--- config.mk ---
export PLATFORM = sky130hd
export DESIGN_NAME = secded_lock_pipe_flat
export DESIGN_NICKNAME = d
export VERILOG_FILES = /design/src/rtl/secded_lock_pipe_pkg.sv /design/src/rtl/secded_lock_pipe_if.sv /design/src/rtl/secded_lock_pipe_syndrome.sv /design/src/rtl/secded_lock_pipe.sv /design/src/flat_wrapper.sv
export SDC_FILE = /design/constraint.sdc
export NUM_CORES = 1
export LEC_CHECK = 0
export ABC_AREA = 0
export BUFFER_PORTS_ARGS = -buffer_cell sky130_fd_sc_hd__buf_2
export CORE_AREA = 4 4 157 159
export CTS_CLUSTER_DIAMETER = 200
export CTS_CLUSTER_SIZE = 30
export DETAILED_ROUTE_END_ITERATION = 7
export DIE_AREA = 0 0 161 163
export PLACE_DENSITY = 0.42
export SLEW_MARGIN = 10
export SYNTH_ARGS = -nofsm -noshare
export SYNTH_HDL_FRONTEND = slang
export SYNTH_HIERARCHICAL = 1
export SYNTH_SLANG_ARGS = --single-unit
export TNS_END_PERCENT = 100
--- constraint.sdc ---
create_clock -name clk -period 3.2 [get_ports clk]
set_input_delay 0.16 -clock clk [delete_from_list [all_inputs] [get_ports clk]]
set_output_delay 0.16 -clock clk [all_outputs]
set_load 0.005 [all_outputs]
--- src/rtl/secded_lock_pipe_pkg.sv ---
// Shared definitions for the SEC-DED decoder with key locking: code geometry,
// key FSM state encodings and a reference encoder for the matching transmitter.
package secded_lock_pkg;

    localparam logic [1:0] KEY_LOCKED   = 2'd0;
    localparam logic [1:0] KEY_LOAD     = 2'd1;
    localparam logic [1:0] KEY_UNLOCKED = 2'd2;

    localparam int MAX_DATA_W = 64;
    localparam int MAX_CHK_W  = 8;

    function automatic int chk_w(input int data_w);
        return $clog2(data_w) + 2;
    endfunction

    // Codeword position of data bit i: the i-th non-power-of-two position >= 3.
    function automatic int data_pos(input int i);
        int cnt;
        int pos;
        cnt = 0;
        pos = 0;
        for (int p = 3; p < 128; p++) begin
            if ((p & (p - 1)) != 0) begin
                if (cnt == i && pos == 0) pos = p;
                cnt++;
            end
        end
        return pos;
    endfunction

    // Hamming check bits in [cw-2:0], overall parity (data + check) in [cw-1].
    function automatic logic [MAX_CHK_W-1:0] secded_encode(input logic [MAX_DATA_W-1:0] data,
                                                           input int data_w);
        logic [MAX_CHK_W-1:0] chk;
        logic [6:0]           syn;
        logic                 par;
        int                   cw;
        int                   pos;
        syn = '0;
        par = 1'b0;
        cw  = chk_w(data_w);
        for (int i = 0; i < MAX_DATA_W; i++) begin
            if (i < data_w && data[i]) begin
                pos = data_pos(i);
                syn = syn ^ pos[6:0];
                par = ~par;
            end
        end
        chk = '0;
        for (int b = 0; b < MAX_CHK_W - 1; b++) begin
            if (b < cw - 1) begin
                chk[b] = syn[b];
                par    = par ^ syn[b];
            end
        end
        chk[cw-1] = par;
        return chk;
    endfunction

endpackage

--- src/rtl/secded_lock_pipe_if.sv ---
// Upstream/downstream word bus of the decoder. Both sides use valid/ready:
// a word moves on a rising edge where valid and ready are both high; valid must not depend on ready.
interface secded_lock_pipe_if
    import secded_lock_pkg::*;
#(
    parameter int DATA_W = 32
);
    localparam int CHK_W = chk_w(DATA_W);

    logic              in_valid;
    logic              in_ready;
    logic [DATA_W-1:0] in_data;
    logic [CHK_W-1:0]  in_chk;
    logic              out_valid;
    logic              out_ready;
    logic [DATA_W-1:0] out_data;
    logic              out_corr;
    logic              out_uncorr;

    modport master (
        output in_valid, in_data, in_chk, out_ready,
        input  in_ready, out_valid, out_data, out_corr, out_uncorr
    );

    modport slave (
        input  in_valid, in_data, in_chk, out_ready,
        output in_ready, out_valid, out_data, out_corr, out_uncorr
    );
endinterface

--- src/rtl/secded_lock_pipe_syndrome.sv ---
// Combinational syndrome and overall parity of a received SEC-DED codeword.
module secded_syndrome
    import secded_lock_pkg::*;
#(
    parameter int DATA_W = 32,
    parameter int CHK_W  = chk_w(DATA_W)
) (
    input  logic [DATA_W-1:0] data,
    input  logic [CHK_W-1:0]  chk,
    output logic [CHK_W-2:0]  syn,
    output logic              par
);
    logic [CHK_W-2:0] pos_tab [DATA_W];

    for (genvar g = 0; g < DATA_W; g++) begin : g_pos
        assign pos_tab[g] = (CHK_W-1)'(data_pos(g));
    end

    always_comb begin
        syn = chk[CHK_W-2:0];
        for (int i = 0; i < DATA_W; i++) begin
            if (data[i]) syn = syn ^ pos_tab[i];
        end
        par = ^{data, chk};
    end
endmodule

--- src/rtl/secded_lock_pipe.sv ---
// Two-stage SEC-DED decoder/corrector whose output is XOR-masked until the
// correct key has been shifted in through the serial key port.
module secded_lock_pipe
    import secded_lock_pkg::*;
#(
    parameter int              DATA_W     = 32,
    parameter int              KEY_W      = 27,
    parameter logic [KEY_W-1:0] KEY_GOLDEN = 27'h5A3C1E7
) (
    input  logic               clk,
    input  logic               rst,
    secded_lock_pipe_if.slave  bus,
    input  logic               key_start,
    input  logic               key_shift,
    input  logic               key_bit,
    output logic               locked,
    output logic [1:0]         key_state
);
    localparam int CHK_W = chk_w(DATA_W);
    localparam int CNT_W = $clog2(KEY_W + 1);

    // ---------------- key FSM ----------------
    logic [1:0]       state;
    logic [KEY_W-1:0] key_reg;
    logic [CNT_W-1:0] cnt;

    always_ff @(posedge clk) begin
        if (rst) begin
            state   <= KEY_LOCKED;
            key_reg <= '0;
            cnt     <= '0;
        end else if (key_start) begin
            state   <= KEY_LOAD;
            key_reg <= '0;
            cnt     <= '0;
        end else if (state == KEY_LOAD) begin
            if (cnt == CNT_W'(KEY_W)) begin
                state <= (key_reg == KEY_GOLDEN) ? KEY_UNLOCKED : KEY_LOCKED;
            end else if (key_shift) begin
                key_reg <= {key_bit, key_reg[KEY_W-1:1]};
                cnt     <= cnt + CNT_W'(1);
            end
        end
    end

    assign locked    = (state != KEY_UNLOCKED);
    assign key_state = state;

    // Key difference repeated across the word; zero only for the golden key.
    logic [KEY_W-1:0]  key_diff;
    logic [DATA_W-1:0] mask_rep;
    logic [DATA_W-1:0] mask;

    assign key_diff = key_reg ^ KEY_GOLDEN;
    for (genvar g = 0; g < DATA_W; g++) begin : g_mask
        assign mask_rep[g] = key_diff[g % KEY_W];
    end
    assign mask = (state == KEY_UNLOCKED) ? '0 : mask_rep;

    // ---------------- stage 1: syndrome ----------------
    logic [CHK_W-2:0]  syn;
    logic              par;
    logic              s1_valid;
    logic [DATA_W-1:0] s1_data;
    logic [CHK_W-2:0]  s1_syn;
    logic              s1_par;
    logic              s1_advance;

    secded_syndrome #(.DATA_W(DATA_W), .CHK_W(CHK_W)) u_syn (
        .data (bus.in_data),
        .chk  (bus.in_chk),
        .syn  (syn),
        .par  (par)
    );

    logic              out_valid_q;
    logic [DATA_W-1:0] out_data_q;
    logic              out_corr_q;
    logic              out_uncorr_q;

    assign s1_advance   = s1_valid && (!out_valid_q || bus.out_ready);
    assign bus.in_ready = !s1_valid || s1_advance;

    always_ff @(posedge clk) begin
        if (rst) begin
            s1_valid <= 1'b0;
            s1_data  <= '0;
            s1_syn   <= '0;
            s1_par   <= 1'b0;
        end else if (bus.in_ready) begin
            s1_valid <= bus.in_valid;
            if (bus.in_valid) begin
                s1_data <= bus.in_data;
                s1_syn  <= syn;
                s1_par  <= par;
            end
        end
    end

    // ---------------- stage 2: correction and mask ----------------
    // Only an odd-weight error flips a bit; syndromes naming a check bit or
    // lying beyond the codeword match no data position and leave data alone.
    logic [DATA_W-1:0] flip;
    for (genvar g = 0; g < DATA_W; g++) begin : g_flip
        assign flip[g] = s1_par && (s1_syn == (CHK_W-1)'(data_pos(g)));
    end

    always_ff @(posedge clk) begin
        if (rst) begin
            out_valid_q  <= 1'b0;
            out_data_q   <= '0;
            out_corr_q   <= 1'b0;
            out_uncorr_q <= 1'b0;
        end else if (!out_valid_q || bus.out_ready) begin
            out_valid_q <= s1_valid;
            if (s1_valid) begin
                out_data_q   <= s1_data ^ flip ^ mask;
                out_corr_q   <= s1_par;
                out_uncorr_q <= !s1_par && (|s1_syn);
            end
        end
    end

    assign bus.out_valid  = out_valid_q;
    assign bus.out_data   = out_data_q;
    assign bus.out_corr   = out_corr_q;
    assign bus.out_uncorr = out_uncorr_q;
endmodule

--- src/flat_wrapper.sv ---
// flat-port wrapper written by rule: the top's interface ports become plain ports
module secded_lock_pipe_flat import secded_lock_pkg::*;
#(
    parameter int              DATA_W     = 32,
    parameter int              KEY_W      = 27,
    parameter logic [KEY_W-1:0] KEY_GOLDEN = 27'h5A3C1E7
)
  (clk, rst, key_start, key_shift, key_bit, locked, key_state, bus_in_valid, bus_in_data, bus_in_chk, bus_out_ready, bus_in_ready, bus_out_valid, bus_out_data, bus_out_corr, bus_out_uncorr);
  secded_lock_pipe_if #(.DATA_W(DATA_W)) bus_i ();
  input  logic clk;
  input  logic rst;
  input  logic key_start;
  input  logic key_shift;
  input  logic key_bit;
  output logic locked;
  output logic [1:0] key_state;
  input wire logic [$bits(bus_i.in_valid)-1:0] bus_in_valid;
  input wire logic [$bits(bus_i.in_data)-1:0] bus_in_data;
  input wire logic [$bits(bus_i.in_chk)-1:0] bus_in_chk;
  input wire logic [$bits(bus_i.out_ready)-1:0] bus_out_ready;
  output wire logic [$bits(bus_i.in_ready)-1:0] bus_in_ready;
  output wire logic [$bits(bus_i.out_valid)-1:0] bus_out_valid;
  output wire logic [$bits(bus_i.out_data)-1:0] bus_out_data;
  output wire logic [$bits(bus_i.out_corr)-1:0] bus_out_corr;
  output wire logic [$bits(bus_i.out_uncorr)-1:0] bus_out_uncorr;
  assign bus_i.in_valid = bus_in_valid;
  assign bus_i.in_data = bus_in_data;
  assign bus_i.in_chk = bus_in_chk;
  assign bus_i.out_ready = bus_out_ready;
  assign bus_in_ready = bus_i.in_ready;
  assign bus_out_valid = bus_i.out_valid;
  assign bus_out_data = bus_i.out_data;
  assign bus_out_corr = bus_i.out_corr;
  assign bus_out_uncorr = bus_i.out_uncorr;
  secded_lock_pipe #(.DATA_W(DATA_W), .KEY_W(KEY_W), .KEY_GOLDEN(KEY_GOLDEN)) u_core (.clk(clk), .rst(rst), .bus(bus_i), .key_start(key_start), .key_shift(key_shift), .key_bit(key_bit), .locked(locked), .key_state(key_state));
endmodule
==> summary.txt, run 1 <==
Outcome
  • Outcome: finished, final reports clean

Placed design
  • DP Wirelength: 14400 um
  • IO Port Bufs: 84
  • Placed Area: 6450 um2
  • Routability congestion estimate: 0.802

Floorplanning
  • Initial Util: 24.6%
  • Die area: 26200 um2
  • IO Count: 85
  • Core ar.: 23300 um2
  • Die H: 163 um
  • Rows: 56
  • Die Wd: 161 um

Routing
  • Residual DRC count: 0
  • Via count: 5098
  • Vias per cell: 4.69
  • WL per Instance: 17.6 um
  • Antenna viol nets, final: 0
  • 1st-pass router iterations: 5
  • Detailed Route WL: 19200 um
  • 1st-iter DRT viols: 476

Clock network
  • H-Tree Depth: 3
  • Setup Buffers After CTS: 0
  • Worst-Skew Late Latency: 0.36 ns
  • Post-cts resize count: 0
  • CTS tree: built
  • Cts hold-fix bufs: 0
  • Clk root buf: clkbuf_16
  • Worst-path clk slew: 0.08 ns
  • CTS Buf Count: 9
  • Clock Path Buffers: 2
  • Clock sinks: 109

Cells and area
  • Final #Nets: 811
  • Layout cell share with drive strength beyond 1: 16.1%
  • Syn-to-layout area delta: 18.3%
  • Number of fill cells: 2594
  • Final Cell Area: 6770 um2
  • Diodes inserted: 0
  • Register area: 2180 um2
  • Area of the multi-input gates: 3320 um2

Global routing
  • Aggregate global routing overflow: 0
  • Largest net degree at the start of global routing: 48
  • Total GRT Usage: 14.5%
  • Vias in the first global route: 4730
  • Initial antenna violation count: 0
  • Global-route wire length before repair: 29300 um

Synth
  • Most common cell in the netlist: nand2_1
  • Post-synth ARST share: 0%
  • Syn Inst Count: 702
  • Syn Nets: 749
  • Netlist Area Pre-Place: 5720 um2
  • Area leader, netlist: dfxtp_1
  • #FFs+latches synth: 109
  • Top cells by area, synth: dfxtp_1 38%, nand2_1 11%, xnor2_1 7.2%, a21oi_1 6.5%, xnor3_1 6.3%
  • Post-synth cell types: 45
  • Post-synth top area share: 38.1%
  • Number of synthesized flops with an enable pin: 0
  • Post-synth top cells: 168 x nand2_1, 109 x dfxtp_1, 74 x a21oi_1
  • Synth Flop Type: dfxtp_1
  • Syn_area_per_cell: 8.15 um2
  • Syn. warnings: 6
  • Seq/Total Area, Yosys: 38.1%

Critical path
  • CP Max Fanout: 13
  • WP data required: 3.50 ns
  • CP peak stage delay: 0.64 ns
  • CP Capture Type: flip-flop
  • Worst-path cell chain: inv_1 > or3_1 > or4_1 > nand3_1
  • Setup crit start kind: flip-flop
  • Data arrival, critical path: 2.26 ns
  • Slowest CP cell: or3_1
  • CP Class: flip-flop to flip-flop

Timing
  • Fin Setup TNS: 0 ns
  • Final hold viol count: 0
  • RSZ-0062 raised after global routing: no
  • Rel. slew slack: 53.1%
  • Actual slew at the worst max-slew pin: 0.704 ns
  • Tmin final: 1.96 ns
  • Hold WS: 0.0526 ns
  • Max-slew violations: 0
  • Setup Viol. Count Final: 0
  • Max Clk Rate: 510 MHz
  • Tcrit/Tclk final: 61.3%
  • Clock skew after layout: 0.0135 ns

Power
  • Final Power: 3.57 mW
  • Leak Pwr: 2.60 nW
  • VDD IR max: 177 uV
  • Power Density: 527 nW/um2

Job
  • Max cap viols: 0

Hold path
  • Hold WC Path Type: input port to flip-flop
layer usage:
layer / track usage, % / vias to the layer above / part of all wire [%]
met5: 0 / - / 0
met4: 4.42 / 0 / 1.5
met3: 2.05 / 16 / 4.5
met2: 20.7 / 144 / 41
met1: 22.4 / 2359 / 53
li1: - / 2579 / -
report_power, final:
| group | switching, mW | internal (mW) | leakage, nW | total [mW] |
|---|---|---|---|---|
| Clock | 0.552 | 0.696 | 0.155 | 1.25 |
| Sequential | 0.104 | 1.43 | 0.890 | 1.54 |
| Combinational | 0.417 | 0.369 | 1.56 | 0.786 |
| Total | 1.07 | 2.50 | 2.60 | 3.57 |
stage by stage:
step                utilization, %  worst slack, ns  instances
CTS                           29.1             1.24       1088
global placement              27.7             1.19       1072
floorplan                        -             1.43        702
global route                  29.1             1.13       1088
detailed placement            27.7             1.20       1072
finish                        29.1             1.24       1088
layout by cell type (no fill, tap or decap), drive strengths merged, types with 2 or more instances in the layout:
cell and n:
nand2 168, dfxtp 109, buf 95, a21oi 74, xnor2 47, o21ai 30
nand4 26, or3 26, nor3 26, nand3 21, a211o 17, xnor3 16
nor2 14, inv 13, clkbuf 10, nand3b 10, xor2 9, a211oi 7
nand2b 6, nor4 6, nor4bb 4, or2 3, a21boi 3, o211ai 3
a32o 3, nor2b 3, bufinv 2, clkinv 2, and4b 2, nor3b 2
or4 2
path summary, 6_finish.rpt:
kind              slack (ns)              startpoint  depth (start not counted)                       to
setup / recovery        1.24         u_core/s1_valid                          4  u_core/bus.out_data[22]
hold / removal          0.05                 key_bit                          3       u_core/key_reg[26]
setup reg to reg        1.24         u_core/s1_valid                          4  u_core/bus.out_data[22]
hold reg to reg         0.46  u_core/bus.out_data[1]                          2   u_core/bus.out_data[1]
critical path: cells and delay by family, from the launching register on:
family | cells | cell delay, ns
flip-flops | 1 | 0.44
AND/OR/NAND/NOR | 3 | 1.34
buffers and inverters | 1 | 0.12
layout make-up:
cell class / instances / area share (%)
clock inverter: 6 / 1.42
inverter: 12 / 0.665
sequential: 109 / 32.2
tap: 319 / 5.89
timing repair buffer: 95 / 7.43
clock buffer: 10 / 3.38
multi-input combinational: 537 / 49.0
cell families (layout without fill, tap and decap cells):
group,after synthesis,count (layout),share of synthesized area [%]
AO/OA/AOI/OAI,141,141,14.6
flip-flops,109,109,38.1
adder cells (fa/ha/maj),1,1,0.219
buffers and inverters,56,123,4.07
XOR/XNOR,73,73,15.4
AND/OR/NAND/NOR,322,322,27.6
Note: power is estimated with default switching activity, not from simulation.
==> run 2, diff against run 1 <==
- clock period: 3.2 -> 1.9 ns (I/O delays scaled with it)
==> summary.txt, run 2 (synthesized netlist as in run 1, its figures left out) <==
Critical path
  • CP Class: input port to flip-flop
  • CP peak stage delay: 0.54 ns
  • Worst-path cell chain: dlygate4sd3_1 > buf_2 > xnor2_1 > xnor2_1 > xnor3_1 > xnor3_1 > nand2_1 > a21oi_1
  • CP Capture Type: flip-flop
  • Setup crit start kind: input port
  • CP Max Fanout: 2
  • Data arrival, critical path: 2.06 ns
  • WP data required: 2.18 ns
  • Slowest CP cell: dlygate4sd3_1

Global routing
  • Vias in the first global route: 5025
  • Aggregate global routing overflow: 0
  • Global-route wire length before repair: 30300 um
  • Largest net degree at the start of global routing: 40
  • Initial antenna violation count: 0
  • Total GRT Usage: 14.9%

Clock network
  • Worst-path clk slew: 0.07 ns
  • Setup Buffers After CTS: 0
  • Clock Path Buffers: 2
  • CTS tree: built
  • Clock sinks: 109
  • H-Tree Depth: 3
  • Clk root buf: clkbuf_16
  • Worst-Skew Late Latency: 0.36 ns
  • CTS Buf Count: 9

Cells and area
  • Diodes inserted: 0
  • Final Cell Area: 7090 um2
  • Final core utilization: 30.5%
  • Most frequent cells in the layout: 168 x nand2_1, 109 x dfxtp_1, 84 x buf_2
  • Most common cell after layout, fill and taps aside: nand2_1
  • Final #Nets: 850
  • Syn-to-layout area delta: 23.8%
  • Final std cells w/o fill: 1126
  • Layout cell share with drive strength beyond 1: 19.6%

Timing
  • Rel. slew slack: 53.2%
  • Final hold viol count: 0
  • Clock skew after layout: 0.0109 ns
  • Tcrit/Tclk final: 93.7%
  • Max Clk Rate: 562 MHz
  • Setup Viol. Count Final: 0
  • Fin Setup TNS: 0 ns
  • Actual slew at the worst max-slew pin: 0.702 ns
  • Max-slew violations: 0
  • Tmin final: 1.78 ns
  • RSZ-0062 raised after global routing: no

Placed design
  • Placed insts: 1107
  • DP Wirelength: 15100 um
  • IO Port Bufs: 84
  • Placed Area: 6750 um2
  • Routability congestion estimate: 0.789

Routing
  • Antenna viol nets, final: 0
  • WL per Instance: 17.3 um
  • Residual DRC count: 0
  • Via count: 5158
  • Detailed Route WL: 19500 um
  • Vias per cell: 4.58
  • 1st-iter DRT viols: 354
  • 1st-pass router iterations: 4

Floorplanning
  • Rows: 56
  • Die area: 26200 um2
  • Die H: 163 um
  • IO Count: 85
  • Core ar.: 23300 um2
  • Initial Util: 24.6%
  • Die Wd: 161 um

Power
  • Sequential share of power: 42.8%
  • Switching Share: 30.1%
  • Clock network fraction of total power: 31.9%
  • Switching power: 1.82 mW
  • Combinational power share: 25.3%
  • Power Internal: 4.21 mW
  • Final Power: 6.03 mW
  • VDD IR max: 245 uV
  • Power Density: 850 nW/um2
  • Leak Pwr: 2.79 nW

Job
  • Max cap viols: 0

Outcome
  • Outcome: finished, final reports clean

Hold path
  • Hold WC Path Type: input port to flip-flop
run 2: changes by cell type in the layout (fill, tap and decap cells not counted), sizes merged:
cell / before / now
buf: 95 / 130
clkinv: 2 / 1
inv: 13 / 14
bufinv: 2 / 1
dlygate4sd3: 0 / 4
run 2: power by group through the flow:
| stage | Combinational [mW] | Clock, mW | Sequential [mW] |
|---|---|---|---|
| after floorplan | 1.00 | 0 | 2.55 |
| after global placement | 1.54 | 0 | 2.63 |
| after detailed placement | 1.52 | 0 | 2.63 |
| after CTS | 1.54 | 1.98 | 2.58 |
| after global routing | 1.66 | 2.07 | 2.60 |
| final | 1.53 | 1.92 | 2.58 |
run 2: critical path: cells and delay by family:
kind | cells | cell delay, ns
compound gates | 1 | 0.13
xor+xnor | 4 | 1.10
buf+inv | 2 | 0.68
simple gates | 1 | 0.05
run 2: path summary, 6_finish.rpt:
| kind | cells after the start | from | endpoint | slack (ns) |
|---|---|---|---|---|
| worst max-delay path | 8 | bus_in_data[29] | u_core/s1_par | 0.12 |
| worst max register to register | 4 | u_core/s1_par | u_core/bus.out_data[3] | 0.17 |
| worst min-delay path | 3 | bus_in_data[0] | u_core/s1_data[0] | 0.01 |
| worst min register to register | 2 | u_core/bus.out_data[5] | u_core/bus.out_data[5] | 0.45 |
run 2: metrics by stage:
stage          hold WS, ns  setup WS [ns]
2_1_floorplan        0.212          0.193
3_3_place_gp         0.335       -0.00414
3_5_place_dp         0.342        -0.0108
4_1_cts           0.000918         0.0516
5_1_grt             0.0173         0.0526
6_report            0.0131          0.121
run 2: what timing repair did:
item                       in CTS  in global routing
setup endpoints to repair       0                 20
hold endpoints to repair        4                  0
hold buffers                    4                  0
resized for setup               0                  2
run 2: layout make-up:
cell class	count	area [um2]
Clock buffer	10	229
Clock inverter	5	60.1
Fill cell	2578	16200
Inverter	12	45.0
Multi-Input combinational cell	537	3330
Sequential cell	109	2180
Tap cell	319	399
Timing Repair Buffer	134	843
run 2: layer usage:
| layer | GRT usage (%) | wire, um | share of wire [%] | vias to the layer above |
|---|---|---|---|---|
| met5 | 0 | 0 | 0 | - |
| met4 | 4.46 | 268 | 1.4 | 0 |
| met3 | 2.33 | 774 | 4.0 | 13 |
| met2 | 22.1 | 8170 | 42 | 112 |
| met1 | 22.3 | 10200 | 53 | 2384 |
| li1 | - | - | - | 2649 |
